`src/rtl/uart_pkg.sv`:
```
// Shared types for the UART receive path: one buffered byte together with
// the error flags that RxUnit reported for its frame.
package uart_pkg;

    typedef struct packed {
        logic [2:0] err;
        logic [7:0] data;
    } rx_entry_t;

    localparam int ERR_PARITY = 2;
    localparam int ERR_START  = 1;
    localparam int ERR_STOP   = 0;

endpackage

```
`src/rtl/uart_sync2.sv`:
```
// Generic two-flop synchroniser for level signals that cross into the system
// clock domain. It is shared by the Rx and Tx sides of the UART.
module uart_sync2 #(
    parameter int WIDTH = 1
) (
    input  logic             clock,
    input  logic             reset_n,
    input  logic [WIDTH-1:0] d,
    output logic [WIDTH-1:0] q
);

    logic [WIDTH-1:0] stage1;
    logic [WIDTH-1:0] stage2;

    always_ff @(posedge clock or negedge reset_n) begin
        if (!reset_n) begin
            stage1 <= '0;
            stage2 <= '0;
        end else begin
            stage1 <= d;
            stage2 <= stage1;
        end
    end

    assign q = stage2;

endmodule

```
`src/rtl/uart_rx_fifo.sv`:
```
// Receive FIFO behind RxUnit: captures each completed frame with its error
// flags and presents the oldest entry to the core as first-word-fall-through data.
module uart_rx_fifo
    import uart_pkg::*;
#(
    parameter int DEPTH     = 16,
    parameter int IRQ_LEVEL = 1
) (
    input  logic                   clock,
    input  logic                   reset_n,
    input  logic                   done_flag,
    input  logic [7:0]             rx_data,
    input  logic [2:0]             rx_error,
    input  logic                   rd_en,
    input  logic                   clr_overrun,
    output logic [7:0]             rd_data,
    output logic [2:0]             rd_error,
    output logic                   empty,
    output logic                   full,
    output logic [$clog2(DEPTH):0] count,
    output logic                   overrun,
    output logic                   irq
);

    localparam int AW = $clog2(DEPTH);
    localparam int CW = AW + 1;

    typedef logic [AW-1:0] ptr_t;
    typedef logic [CW-1:0] cnt_t;

    logic      done_sync;
    logic      done_prev;
    logic      wr_pulse;
    logic      do_wr;
    logic      do_rd;
    logic      overflow;
    ptr_t      wr_ptr;
    ptr_t      rd_ptr;
    ptr_t      wr_ptr_next;
    ptr_t      rd_ptr_next;
    cnt_t      count_next;
    logic      overrun_next;
    rx_entry_t wr_entry;
    rx_entry_t head;
    rx_entry_t mem [DEPTH];

    uart_sync2 #(
        .WIDTH (1)
    ) u_done_sync (
        .clock   (clock),
        .reset_n (reset_n),
        .d       (done_flag),
        .q       (done_sync)
    );

    // Third flop turns the synchronised level into a single-cycle write strobe,
    // so a done_flag held high for many clocks produces only one entry.
    always_ff @(posedge clock or negedge reset_n) begin
        if (!reset_n) begin
            done_prev <= 1'b0;
        end else begin
            done_prev <= done_sync;
        end
    end

    assign wr_pulse = done_sync & ~done_prev;

    // A write into a full FIFO is still accepted when the same cycle frees a slot.
    always_comb begin
        wr_entry.err  = rx_error;
        wr_entry.data = rx_data;
        do_rd         = rd_en & ~empty;
        do_wr         = wr_pulse & (~full | do_rd);
        overflow      = wr_pulse & full & ~do_rd;
        wr_ptr_next   = do_wr ? wr_ptr + ptr_t'(1) : wr_ptr;
        rd_ptr_next   = do_rd ? rd_ptr + ptr_t'(1) : rd_ptr;

        count_next = count;
        case ({do_wr, do_rd})
            2'b10:   count_next = count + cnt_t'(1);
            2'b01:   count_next = count - cnt_t'(1);
            default: count_next = count;
        endcase

        overrun_next = overrun;
        if (overflow) begin
            overrun_next = 1'b1;
        end else if (clr_overrun) begin
            overrun_next = 1'b0;
        end
    end

    // Status flags come from next-state count so they never lag count itself.
    always_ff @(posedge clock or negedge reset_n) begin
        if (!reset_n) begin
            wr_ptr  <= '0;
            rd_ptr  <= '0;
            count   <= '0;
            empty   <= 1'b1;
            full    <= 1'b0;
            irq     <= 1'b0;
            overrun <= 1'b0;
        end else begin
            wr_ptr  <= wr_ptr_next;
            rd_ptr  <= rd_ptr_next;
            count   <= count_next;
            empty   <= (count_next == '0);
            full    <= (count_next == cnt_t'(DEPTH));
            irq     <= (count_next >= cnt_t'(IRQ_LEVEL));
            overrun <= overrun_next;
        end
    end

    always_ff @(posedge clock) begin
        if (do_wr) begin
            mem[wr_ptr] <= wr_entry;
        end
    end

    // Head register tracks mem[rd_ptr]; the bypass covers a write landing on the new head slot.
    always_ff @(posedge clock or negedge reset_n) begin
        if (!reset_n) begin
            head <= '0;
        end else if (do_wr && (wr_ptr == rd_ptr_next)) begin
            head <= wr_entry;
        end else begin
            head <= mem[rd_ptr_next];
        end
    end

    assign rd_data  = head.data;
    assign rd_error = head.err;

endmodule

```
`config.mk`:
```
export PLATFORM = sky130hd
export DESIGN_NAME = uart_rx_fifo
export DESIGN_NICKNAME = d
export VERILOG_FILES = /design/src/rtl/uart_pkg.sv /design/src/rtl/uart_sync2.sv /design/src/rtl/uart_rx_fifo.sv
export SDC_FILE = /design/constraint.sdc
export NUM_CORES = 1
export LEC_CHECK = 0
export CAP_MARGIN = 20
export CORE_UTILIZATION = 54
export CTS_CLUSTER_DIAMETER = 200
export DETAILED_ROUTE_END_ITERATION = 8
export PLACE_DENSITY = 0.81
export SYNTH_ARGS = -nofsm -noshare
export SYNTH_HDL_FRONTEND = slang
export SYNTH_SLANG_ARGS = --single-unit
```
`constraint.sdc`:
```
create_clock -name clock -period 3.05 [get_ports clock]
set_clock_uncertainty 0.05 [all_clocks]
set_input_delay 0.4575 -clock clock [delete_from_list [all_inputs] [get_ports clock]]
set_output_delay 0.4575 -clock clock [all_outputs]
set_load 0.02 [all_outputs]
```
==> results.md <==
* Final Slew Violations at 0
* Number of remaining DRC errors at 0
* Area delta synth->final at 17.3%
* DR WL/cell at 20.3 um
* Number of flops mapped to enable cells by yosys at 176
* DIE HEIGHT at 128 um
* RSZ-0062 raised after global routing: no
* Critical path's top delay family: buffers and inverters
* ANT cells at 0
* Hold depth at 0
* Clock latency on the worst-skew pair at 500 ps
* Core Area at 15400 um^2
* CP bufs+invs at 3
* Hold buffers post-CTS at 0
* Initial Util at 55.8%
* First-pass GRT wire length at 31900 um
* Syn_nets at 725
* DR iter-0 viols at 564
* Crit-path max FO at 4
* Min cycle time layout at 2740 ps
* Post-synthesis cell area at 8570 um^2
* Fmax at 365 MHz
* WP data required at 3420 ps
* Worst VDD drop at 0.635 mV
* CP max stage cell: clkdlybuf4s50_1
* Overflow after GRT at 0
* Post-DP HPWL at 12100 um
* Final Net Count at 787
* Top-area cell type share of the netlist area at 61.6%
* Drt first pass iters at 5
* #FFs+latches synth at 207
* Sink Count at 207
* Pin count of the biggest net entering global routing at 52
* Initial antenna violation count at 0
* Setup Fix Bufs, Post-CTS at 0
* Root buf cell: clkbuf_16
* Total power at 10500 uW
* Share of layout cells above drive strength 1 at 11.3%
* HP Class: reg2reg
* Worst-path clk slew at 60 ps
* Period Utilization, post-route at 89.9%
* Crit end category: register
* Largest cells by area after synthesis: edfxtp_1 62%, dfrtp_1 8.8%, nand2_1 8.7%
* Post-synth cell types at 42
* Fraction of registers with async set/reset at 15.0%
* Status: finished, final reports clean
* Main synth FF type: edfxtp_1
* Die X at 128 um
* Top cell type by total area after synthesis: edfxtp_1
* Post-route ant nets at 0
* I/O Pins at 36
* Worst path max stage delay at 510 ps
* R2R Setup Slk at 320 ps
* Reg2reg path depth at 13
* Max Root-Sink Buffers at 3
* Slew HR at 53.0%
* Reg2reg start: empty$_DFF_PN1_
* Post-CTS sizing at 0
* CP Cell Sequence: clkdlybuf4s50_1 > nand2b_4 > a21oi_1 > inv_1 > ha_1 > xor2_1 > ha_1 > nor4bb_1 > a21oi_1 > o21ai_0 > nand2b_1 > xnor2_1 > buf_4 > nor2b_1
* Via count at 5921
* Vias in the first global route at 6036
* Port bufs at 35
* Hold WS at 315 ps
* Leakage at 0.00358 uW
* CTS Buf Count at 21
* Slew @ Worst Pin at 703 ps
* Sink of the worst hold path: u_done_sync.q$_DFF_PN0_
* TritonCTS clock tree: done
* Die area at 16400 um^2
* H-tree Lvls at 1
* GR Util All Layers at 25.9%
* Final Wtd Congestion at 0.822
* FF-to-FF End: full$_DFF_PN0_
* CP Class: in2reg
* Placement row count at 45
* Most frequent cells after synthesis: 198 x nand2_1, 176 x edfxtp_1, 90 x nand3_1
* Endpoints failing hold at 0
* Mean number of vias per cell at 5.99
* Hold_sp: u_done_sync.stage1$_DFF_PN0_
* Final setup fails at 0
* Yosys warning count at 0
* Sequential cell area fraction in the yosys report at 70.7%
* Most frequent cell after synthesis: nand2_1
* Arrival @ worst endpoint at 3120 ps
* Final WL at 20000 um
* Mean post-synth cell area at 12.2 um^2
* Max-Cap Viols at 0
* PD cells at 1040 nW/um^2
* Worst Setup Start Kind: primary input
* Post-Synthesis Cells at 701
[sequential cells by signal (all words and copies together), names as in the netlist]
register and cells:
rd_data 8, mem 176, rd_error 3, overrun 1
count 5, irq 1, rd_ptr 4, done_prev 1
wr_ptr 4, u_done_sync.stage1 1, empty 1, full 1
u_done_sync.q 1
[power by group]
group          total (uW)  switching (uW)  internal (uW)  leakage [uW]
sequential           3610             216           3400       0.00195
clock                2440            1030           1410      0.000323
combinational        4420            2830           1590       0.00130
[cells by family after synthesis]
logic type,after synthesis,synth area share [%]
simple gates,370,19.7
flops,207,70.7
compound gates,49,3.52
buf+inv,49,2.70
xor+xnor,17,2.13
fa+ha+maj,8,1.17
mux,1,0.131
[area by class of cell]
cell class,count,area (um^2)
Fill cell,1093,5310
Multi-Input combinational cell,445,2290
Clock inverter,10,78.8
Tap cell,211,264
Inverter,8,35.0
Sequential cell,207,6060
Clock buffer,28,572
Timing Repair Buffer,80,758
[layer usage]
layer  GRT usage, %  wire length [um]  part of all wire (%)
met1           33.5              7410                    37
met2           41.9              9650                    48
met3           5.68              2120                    11
met4           12.2               867                   4.3
met5              0                 0                     0
[worst max-delay path by stage]
stage	endpoint	start	cells after the start	slack, ps
6_report	full$_DFF_PN0_	rd_en	14	310
5_1_grt	full$_DFF_PN0_	rd_en	14	20
4_1_cts	full$_DFF_PN0_	rd_en	14	280
3_5_place_dp	irq$_DFF_PN0_	rd_en	13	-120
3_3_place_gp	irq$_DFF_PN0_	rd_en	14	-20
2_1_floorplan	irq$_DFF_PN0_	empty$_DFF_PN1_	16	0.02
[worst register-to-register path: stages, from the launching register on]
cell and delay [ps]:
dfstp_2 530, nand2b_4 120, buf_4 170, inv_6 40, ha_1 200, xor2_1 140
ha_1 250, nor4bb_1 350, a21oi_1 70, o21ai_0 170, nand2b_1 90, xnor2_1 200
buf_4 160, nor2b_1 130
[metrics by stage]
stage	setup TNS, ps	cell area, um^2	instances	worst slack [ps]	utilization, %
detailed placement	-257	9380	950	-115	61.0
global placement	-18.4	9380	950	-18.4	61.0
finish	0	10100	989	307	65.4
CTS	0	10000	988	284	65.3
global route	0	10100	989	17.3	65.4
floorplan	0	8580	701	0.0160	-
[layout by cell type, fill, tap and decap left out, drive strengths merged, types with 2 or more instances in the layout]
master         netlist  layout
nand2              198     198
edfxtp             176     176
nand3               90      90
buf                 23      45
nand4               36      36
clkdlybuf4s50        0      35
dfrtp               30      30
clkbuf              18      28
a31oi               22      22
nor2                16      16
a21oi               15      15
and3                11      11
xnor2               11      11
inv                  8      10
ha                   8       8
clkinv               0       7
nand2b               6       6
xor2                 6       6
o21ai                5       5
nor3                 4       4
nor2b                2       2
o32ai                2       2
nor3b                2       2
No activity file was read; power rests on OpenSTA's default activity.
